===== config.mk =====
export PLATFORM = sky130hd
export DESIGN_NAME = pc_next_unit
export DESIGN_NICKNAME = d
export VERILOG_FILES = /design/src/rtl/pc_next_unit.sv
export SDC_FILE = /design/constraint.sdc
export NUM_CORES = 1
export LEC_CHECK = 0
export CAP_MARGIN = 5
export CORE_MARGIN = 4
export CORE_UTILIZATION = 45
export CTS_BUF_LIST = sky130_fd_sc_hd__clkbuf_8
export DETAILED_ROUTE_END_ITERATION = 16
export PLACE_DENSITY_LB_ADDON = 0.3
export SLEW_MARGIN = 20
export SYNTH_ARGS = -nofsm -noshare
export SYNTH_HDL_FRONTEND = slang
export SYNTH_SLANG_ARGS = --single-unit

===== constraint.sdc =====
create_clock -name clk -period 6.2 [get_ports clk]
set_clock_uncertainty 0.1 [all_clocks]
set_input_delay 0.62 -clock clk [delete_from_list [all_inputs] [get_ports clk]]
set_output_delay 0.62 -clock clk [all_outputs]
set_load 0.005 [all_outputs]

===== src/rtl/pc_next_unit.sv =====
// Fetch-stage PC register and next-PC select for the pipelined 64-bit ARM core.
// Optional misaligned-target redirect to FAULT_VEC is enabled by defining PC_ALIGN_CHK_EN.
module pc_next_unit #(
  parameter int unsigned ADDR_W      = 64,
  parameter int unsigned INSTR_BYTES = 4,
  parameter logic [63:0] RESET_PC    = 64'h0,
  parameter logic [63:0] FAULT_VEC   = 64'h100
) (
  input  logic              clk,
  input  logic              reset_n,
  input  logic              stall_i,
  input  logic              id_uncond_br,
  input  logic [31:0]       id_instr,
  input  logic [ADDR_W-1:0] id_pc,
  input  logic              ex_br_taken,
  input  logic [31:0]       ex_instr,
  input  logic [ADDR_W-1:0] ex_pc,
  input  logic              ex_is_br,
  input  logic [ADDR_W-1:0] ex_br_addr,
  output logic [ADDR_W-1:0] pc_o,
  output logic              flush_if_o,
  output logic              flush_id_o,
  output logic              pend_o,
  output logic              fault_o
);

`ifdef PC_ALIGN_CHK_EN
  localparam bit ALIGN_CHK = 1'b1;
`else
  localparam bit ALIGN_CHK = 1'b0;
`endif

  localparam logic [ADDR_W-1:0] RESET_PC_W  = RESET_PC[ADDR_W-1:0];
  localparam logic [ADDR_W-1:0] FAULT_VEC_W = FAULT_VEC[ADDR_W-1:0];
  localparam logic [ADDR_W-1:0] INCR_W      = ADDR_W'(INSTR_BYTES);

  logic [ADDR_W-1:0] pc_r, pend_tgt_r;
  logic              pend_r, fault_r;
  logic [ADDR_W-1:0] pc_d_s, pend_tgt_d_s;
  logic              pend_d_s, fault_d_s;

  logic [ADDR_W-1:0] off_id_s, off_cnd_s, t_id_s, t_cnd_s;
  logic [ADDR_W-1:0] tgt_s, apply_tgt_s;
  logic              redir_s, ex_redir_s, apply_s, misalign_s;
  logic              unused_s;

  assign off_id_s  = {{(ADDR_W-28){id_instr[25]}}, id_instr[25:0], 2'b00};
  assign off_cnd_s = {{(ADDR_W-21){ex_instr[23]}}, ex_instr[23:5], 2'b00};
  assign t_id_s    = id_pc + off_id_s;
  assign t_cnd_s   = ex_pc + off_cnd_s;
  assign unused_s  = ^{id_instr[31:26], ex_instr[31:24], ex_instr[4:0]};

  // Redirect arbitration: EX register branch, then EX conditional, then ID B/BL
  always_comb begin
    tgt_s      = '0;
    redir_s    = 1'b0;
    ex_redir_s = 1'b0;
    if (ex_is_br) begin
      tgt_s      = ex_br_addr;
      redir_s    = 1'b1;
      ex_redir_s = 1'b1;
    end else if (ex_br_taken) begin
      tgt_s      = t_cnd_s;
      redir_s    = 1'b1;
      ex_redir_s = 1'b1;
    end else if (id_uncond_br) begin
      tgt_s      = t_id_s;
      redir_s    = 1'b1;
    end else begin
      tgt_s      = '0;
      redir_s    = 1'b0;
    end
  end

  assign flush_if_o = redir_s;
  assign flush_id_o = ex_redir_s;

  // Next-state: stall capture/hold, live redirect over pending, else sequential
  always_comb begin
    pc_d_s       = pc_r;
    pend_d_s     = pend_r;
    pend_tgt_d_s = pend_tgt_r;
    apply_s      = 1'b0;
    apply_tgt_s  = '0;
    if (stall_i) begin
      if (redir_s && !pend_r) begin
        pend_d_s     = 1'b1;
        pend_tgt_d_s = tgt_s;
      end else begin
        pend_d_s     = pend_r;
      end
    end else if (redir_s) begin
      apply_s     = 1'b1;
      apply_tgt_s = tgt_s;
      pend_d_s    = 1'b0;
    end else if (pend_r) begin
      apply_s     = 1'b1;
      apply_tgt_s = pend_tgt_r;
      pend_d_s    = 1'b0;
    end else begin
      pc_d_s      = pc_r + INCR_W;
    end

    // Alignment is judged only when a target lands in the PC, never at capture
    misalign_s = ALIGN_CHK && apply_s && (apply_tgt_s[1:0] != 2'b00);
    fault_d_s  = misalign_s;
    if (misalign_s) begin
      pc_d_s = FAULT_VEC_W;
    end else if (apply_s) begin
      pc_d_s = apply_tgt_s;
    end else begin
      pc_d_s = pc_d_s;
    end
  end

  // State registers
  always_ff @(posedge clk or negedge reset_n) begin
    if (!reset_n) begin
      pc_r       <= RESET_PC_W;
      pend_r     <= 1'b0;
      pend_tgt_r <= '0;
      fault_r    <= 1'b0;
    end else begin
      pc_r       <= pc_d_s;
      pend_r     <= pend_d_s;
      pend_tgt_r <= pend_tgt_d_s;
      fault_r    <= fault_d_s;
    end
  end

  assign pc_o    = pc_r;
  assign pend_o  = pend_r;
  assign fault_o = fault_r;

endmodule


=== Word-level counts from Yosys, hierarchy flattened ===
Index checks and enable logic that the tools add are counted.

* Bits in read-only memories: 0
* Input bits: 262
* Register bits: 129
* Memories: 0
* Word-level logic and storage cells: 34
* Output and inout bits: 68
* RAM bits: 0
* Bits in latches: 0

* Bitwise logic cells: 0
* Equal/unequal tests: 4
* Reductions and logical operators: 4
* Shift-type cells: 0
* Mux-type cells: 20
* $lt $le $gt $ge: 0
* $mul: 0
* Add/subtract/negate cells: 3
* Div/mod/pow operators: 0

{| class="wikitable"
|+ Operator list
! cell !! number
|-
| 64-bit two-way mux || 10
|-
| 64-bit adder || 2
|-
| 64-bit by 3-bit adder with 64-bit output, second input constant || 1
|-
| 1-bit two-way mux || 10
|-
| 2-bit by 1-bit != test with 1-bit output, second input constant || 4
|-
| 3-bit AND reduction || 1
|-
| 2-bit AND reduction || 1
|-
| 1-bit logical AND || 1
|-
| 1-bit zero test || 1
|}

=== Longest topological paths before layout ===
* Word-level depth: 7
* Depth in mapped cells: 13
* Mapped depth without buffers: 13

=== Worst setup path before layout ===
No wires, ideal clock.

* Path type: input to register
* From: input id_instr[0]
* To: register pend_tgt_r[56]
* Buffers on the path: 0
* Cell stages on the path: 13
* Path slack: 2729 ps
* Data required time: 5975 ps
* Data arrival time: 3247 ps
* Cells stage by stage: ha_1 -> inv_1 -> fa_1 -> nor2b_1 -> o31ai_1 -> a21boi_2 -> o2111ai_2 -> a211oi_4 -> a211oi_1 -> or3_1 -> a32oi_1 -> o31ai_1 -> mux2_2

* Cells in the longest elaborated chain, start to end: 4

{| class="wikitable"
|+ Ends and longest elaborated chain
! item !! line !! RTL
|-
| start: declaration || 13 || <nowiki>input logic [31:0] id_instr,</nowiki>
|-
| 64-bit adder || 49 || <nowiki>assign t_id_s = id_pc + off_id_s;</nowiki>
|-
| 64-bit two-way mux || 66 || <nowiki>end else if (id_uncond_br) begin</nowiki>
|-
| 64-bit two-way mux || 62 || <nowiki>end else if (ex_br_taken) begin</nowiki>
|-
| 64-bit two-way mux || 58 || <nowiki>if (ex_is_br) begin</nowiki>
|-
| end signal: assignment || 126 || <nowiki>pend_tgt_r <= pend_tgt_d_s;</nowiki>
|-
| end: declaration || 37 || <nowiki>logic [ADDR_W-1:0] pc_r, pend_tgt_r;</nowiki>
|}

Every way passes these cells.
A chain may end at the register's enable or synchronous reset.

=== Worst setup path in the final report ===
* From: input id_instr[25]
* To: register pc_r[54] (netlist: pc_o[54])

* Cells in the longest elaborated chain, start to end: 7

{| class="wikitable"
|+ Ends and longest elaborated chain
! item !! line !! RTL
|-
| 64-bit adder || 49 ||
|-
| 64-bit two-way mux || 66 ||
|-
| 64-bit two-way mux || 62 ||
|-
| 64-bit two-way mux || 58 ||
|-
| 64-bit two-way mux || 92 || <nowiki>end else if (redir_s) begin</nowiki>
|-
| 64-bit two-way mux || 85 || <nowiki>if (stall_i) begin</nowiki>
|-
| 64-bit two-way mux || 109 || <nowiki>end else if (apply_s) begin</nowiki>
|-
| end signal: assignment || 124 || <nowiki>pc_r <= pc_d_s;</nowiki>
|-
| end: declaration || 37 ||
|}

Every way passes these cells.

==> flow_metrics.tcl <==
set metrics [dict create \
    fin_setup_tns_ps 0 \
    crit_start "id_instr[25]" \
    critPathKind "primary input to register" \
    setup_viol 0 \
    synth_flop_cell "dfrtp_1" \
    netlist_area_sq_um 16100 \
    worst_pin_slew_ps 989 \
    grt_pass1_vias 17700 \
    synth.yosys.seq_area_share_pct 20.0 \
    min_path_type "primary input to asynchronous set/reset pin" \
    crit_arrival_ps 4980 \
    total_power_w 0.00377 \
    layout_common_cells "304 x clkdlybuf4s50_1, 280 x nand2_1, 234 x a21oi_1, 194 x nor2_1, 189 x o21ai_0" \
    syn_to_final_growth_pct 23.6 \
    p_sw_share_pct 40.3 \
    clock_latency_ps 450 \
    rsz0062_at_grt "no" \
    final_common_cell "clkdlybuf4s50_1" \
    finalHoldViolations 0 \
    ant_nets 0 \
    rows 69 \
    synth-seq-cells 129 \
    initial_utilization_pct 45.5 \
    top_usage_layer "met2" \
    dieArea_sq_um 38900 \
    drcViolationCount 0 \
    synth_fp_nets 2608 \
    grt_usage_pct 31.6 \
    synth_edf_count 0 \
    power.switching_w 0.00152 \
    first_pass_iters 8 \
    vias_per_cell 6.44 \
    status "finished clean" \
    wire_per_inst_um 22.0 \
    synth_cell_types 101 \
    grt_pass1_wl_um 98300 \
    syn_avg_cell_area_sq_um 7.25 \
    postCtsHoldBufs 0 \
    rr_startpoint "pc_o[16]" \
    core_sq_um 35400 \
    use_met3_pct 6.45 \
    cp_max_fo 24 \
    crit_path_start_kind "primary input" \
    antenna_found_initial 8 \
    pwr-share-comb_pct 47.2 \
    htreeDepth 4 \
    grt_use_met1_pct 44.3 \
    use_met2_pct 48.4 \
    wirelength_um 64500 \
    grt_overflow 0 \
    power_frac_clock_pct 22.4 \
    postCtsResizedCells 0 \
    numCtsBuffers 17 \
    vdd_drop_max_v 0.000152 \
    die_x_um 197 \
    hpwlAfterDp_um 50600 \
    syn_inst 2221 \
    period_share_pct 77.6 \
    routabilityCongestion 0.985 \
    slew_headroom_pct 33.9 \
    postCtsSetupRepairBufs 0 \
    num_io_pins 330 \
    numClockSinks 129 \
    rrSetupSlack_ps 2730 \
    cp.required_ps 6380 \
    synth_async_sr_flop_share_pct 100 \
    port_buffers 309 \
    pwr-share-seq_pct 30.4 \
    cts_tree "built" \
    via_count 18800 \
    die_h_um 197 \
    fin_nets 2832 \
    cap_violations 0 \
    clk_pin_slew_ps 70 \
    fmax_mhz 208 \
    internal_power_w 0.00225 \
    drive_above_1_share_pct 5.00 \
    dpl.cell_count 2887 \
    drt_iter0_markers 1713 \
    hold_ws_ps 83.9 \
    fin_cells 2925 \
    synth_warnings 0 \
    grt_max_degree 79 \
    layout_min_cycle_time_ps 4810 \
    worstSetupEndpointType "register" \
    cts_buffer_depth 2 \
    p_per_area_nw_per_um2 189 \
    leakage_nw 8.08 \
    drv_slew 0 \
    clockRootBuffer "clkbuf_8" \
]
-- sequential cells by signal, summed over array words and instances, names as in the netlist --
| register | cells |
|---|---|
| pend_tgt_r | 64 |
| pc_o | 64 |
| pend_o | 1 |
-- layout make-up --
type,count,area (sq um)
Timing Repair Buffer,333,3250
Inverter,62,233
Antenna cell,6,15.0
Clock buffer,18,248
Clock inverter,14,215
Tap cell,461,577
Multi-Input combinational cell,1902,12100
Fill cell,3412,15500
Sequential cell,129,3230
-- cells in the mapped netlist, types with 5 or more instances --
cell / instances / area [sq um]
a211o_1: 7 / 61.3
a211oi_1: 23 / 173
a21boi_0: 8 / 60.1
a21o_1: 85 / 638
a21oi_1: 234 / 1170
a221o_1: 6 / 60.1
a221oi_1: 25 / 219
a22o_1: 8 / 70.1
a22oi_1: 17 / 128
a311oi_1: 5 / 43.8
a31oi_1: 33 / 206
a41oi_1: 9 / 78.8
and2_1: 18 / 113
and3_1: 21 / 131
buf_1: 11 / 41.3
buf_2: 11 / 55.1
clkbuf_1: 100 / 375
dfrtp_1: 129 / 3230
ha_1: 123 / 1540
inv_1: 60 / 225
mux2_2: 12 / 135
mux2i_1: 7 / 70.1
nand2_1: 280 / 1050
nand2b_1: 19 / 119
nand3_1: 60 / 300
nand4_1: 55 / 344
nor2_1: 197 / 739
nor2b_1: 15 / 93.8
nor3_1: 49 / 245
nor3b_1: 6 / 45.0
nor4_1: 16 / 100
o211ai_1: 20 / 150
o21a_1: 31 / 233
o21ai_0: 189 / 946
o21ai_1: 11 / 55.1
o21bai_1: 21 / 158
o221ai_1: 24 / 210
o22ai_1: 17 / 106
o31a_1: 8 / 70.1
o31ai_1: 28 / 210
or2_2: 5 / 31.3
or3_1: 15 / 93.8
xnor2_1: 53 / 464
xor2_1: 39 / 342
-- metrics by stage --
stage / util [%] / cell area (sq um) / setup slack, ps
4_1_cts: 56.2 / 19900 / 1500
5_1_grt: 56.3 / 19900 / 1120
3_5_place_dp: 54.9 / 19400 / 1060
2_1_floorplan: - / 16100 / 2730
3_3_place_gp: 54.9 / 19400 / 1110
6_report: 56.3 / 19900 / 1390
-- power groups by stage --
stage	Combinational, W	Sequential, W	Clock, W
6_report	0.00178	0.00115	0.000846
5_1_grt	0.00193	0.00117	0.000886
4_1_cts	0.00174	0.00114	0.000854
3_5_place_dp	0.00173	0.00116	0
3_3_place_gp	0.00171	0.00115	0
2_1_floorplan	0.00105	0.00112	0
-- critical path, stage by stage --
cell and delay [ps]:
clkdlybuf4s50_1 930, ha_1 730, nand4_1 180, a2111oi_1 700, o31a_1 320, a21o_1 250
a21oi_1 110, xnor2_1 170, a222oi_1 730, o221ai_1 220
-- cells by family (layout without fill, tap and decap cells) --
logic type,after synthesis,after routing,synth area share [%]
adders and majority gates,125,125,9.81
DFF,129,129,20.0
and+or+nand+nor,779,779,22.5
other,1,7,0.0233
xor gates and xnor gates,92,92,5.00
muxes,20,20,1.34
buffers and inverters,190,427,4.67
AOI/OAI and AO/OA,885,885,36.6
-- per-layer routing --
metal,wire length (um),up-vias
li1,-,8799
met1,27700,8944
met2,28100,978
met3,6470,125
met4,2230,2
met5,14,-
-- final timing paths --
kind | to | depth (start not counted)
min in group clk | pend_tgt_r[20] | 2
hold reg to reg | pend_tgt_r[20] | 2
setup / recovery | pc_o[54] | 10
hold / removal | pend_tgt_r[2] | 1
setup reg to reg | pc_o[61] | 9
max in group asynchronous | pend_o | 2
(Power assumes the default switching activity.)
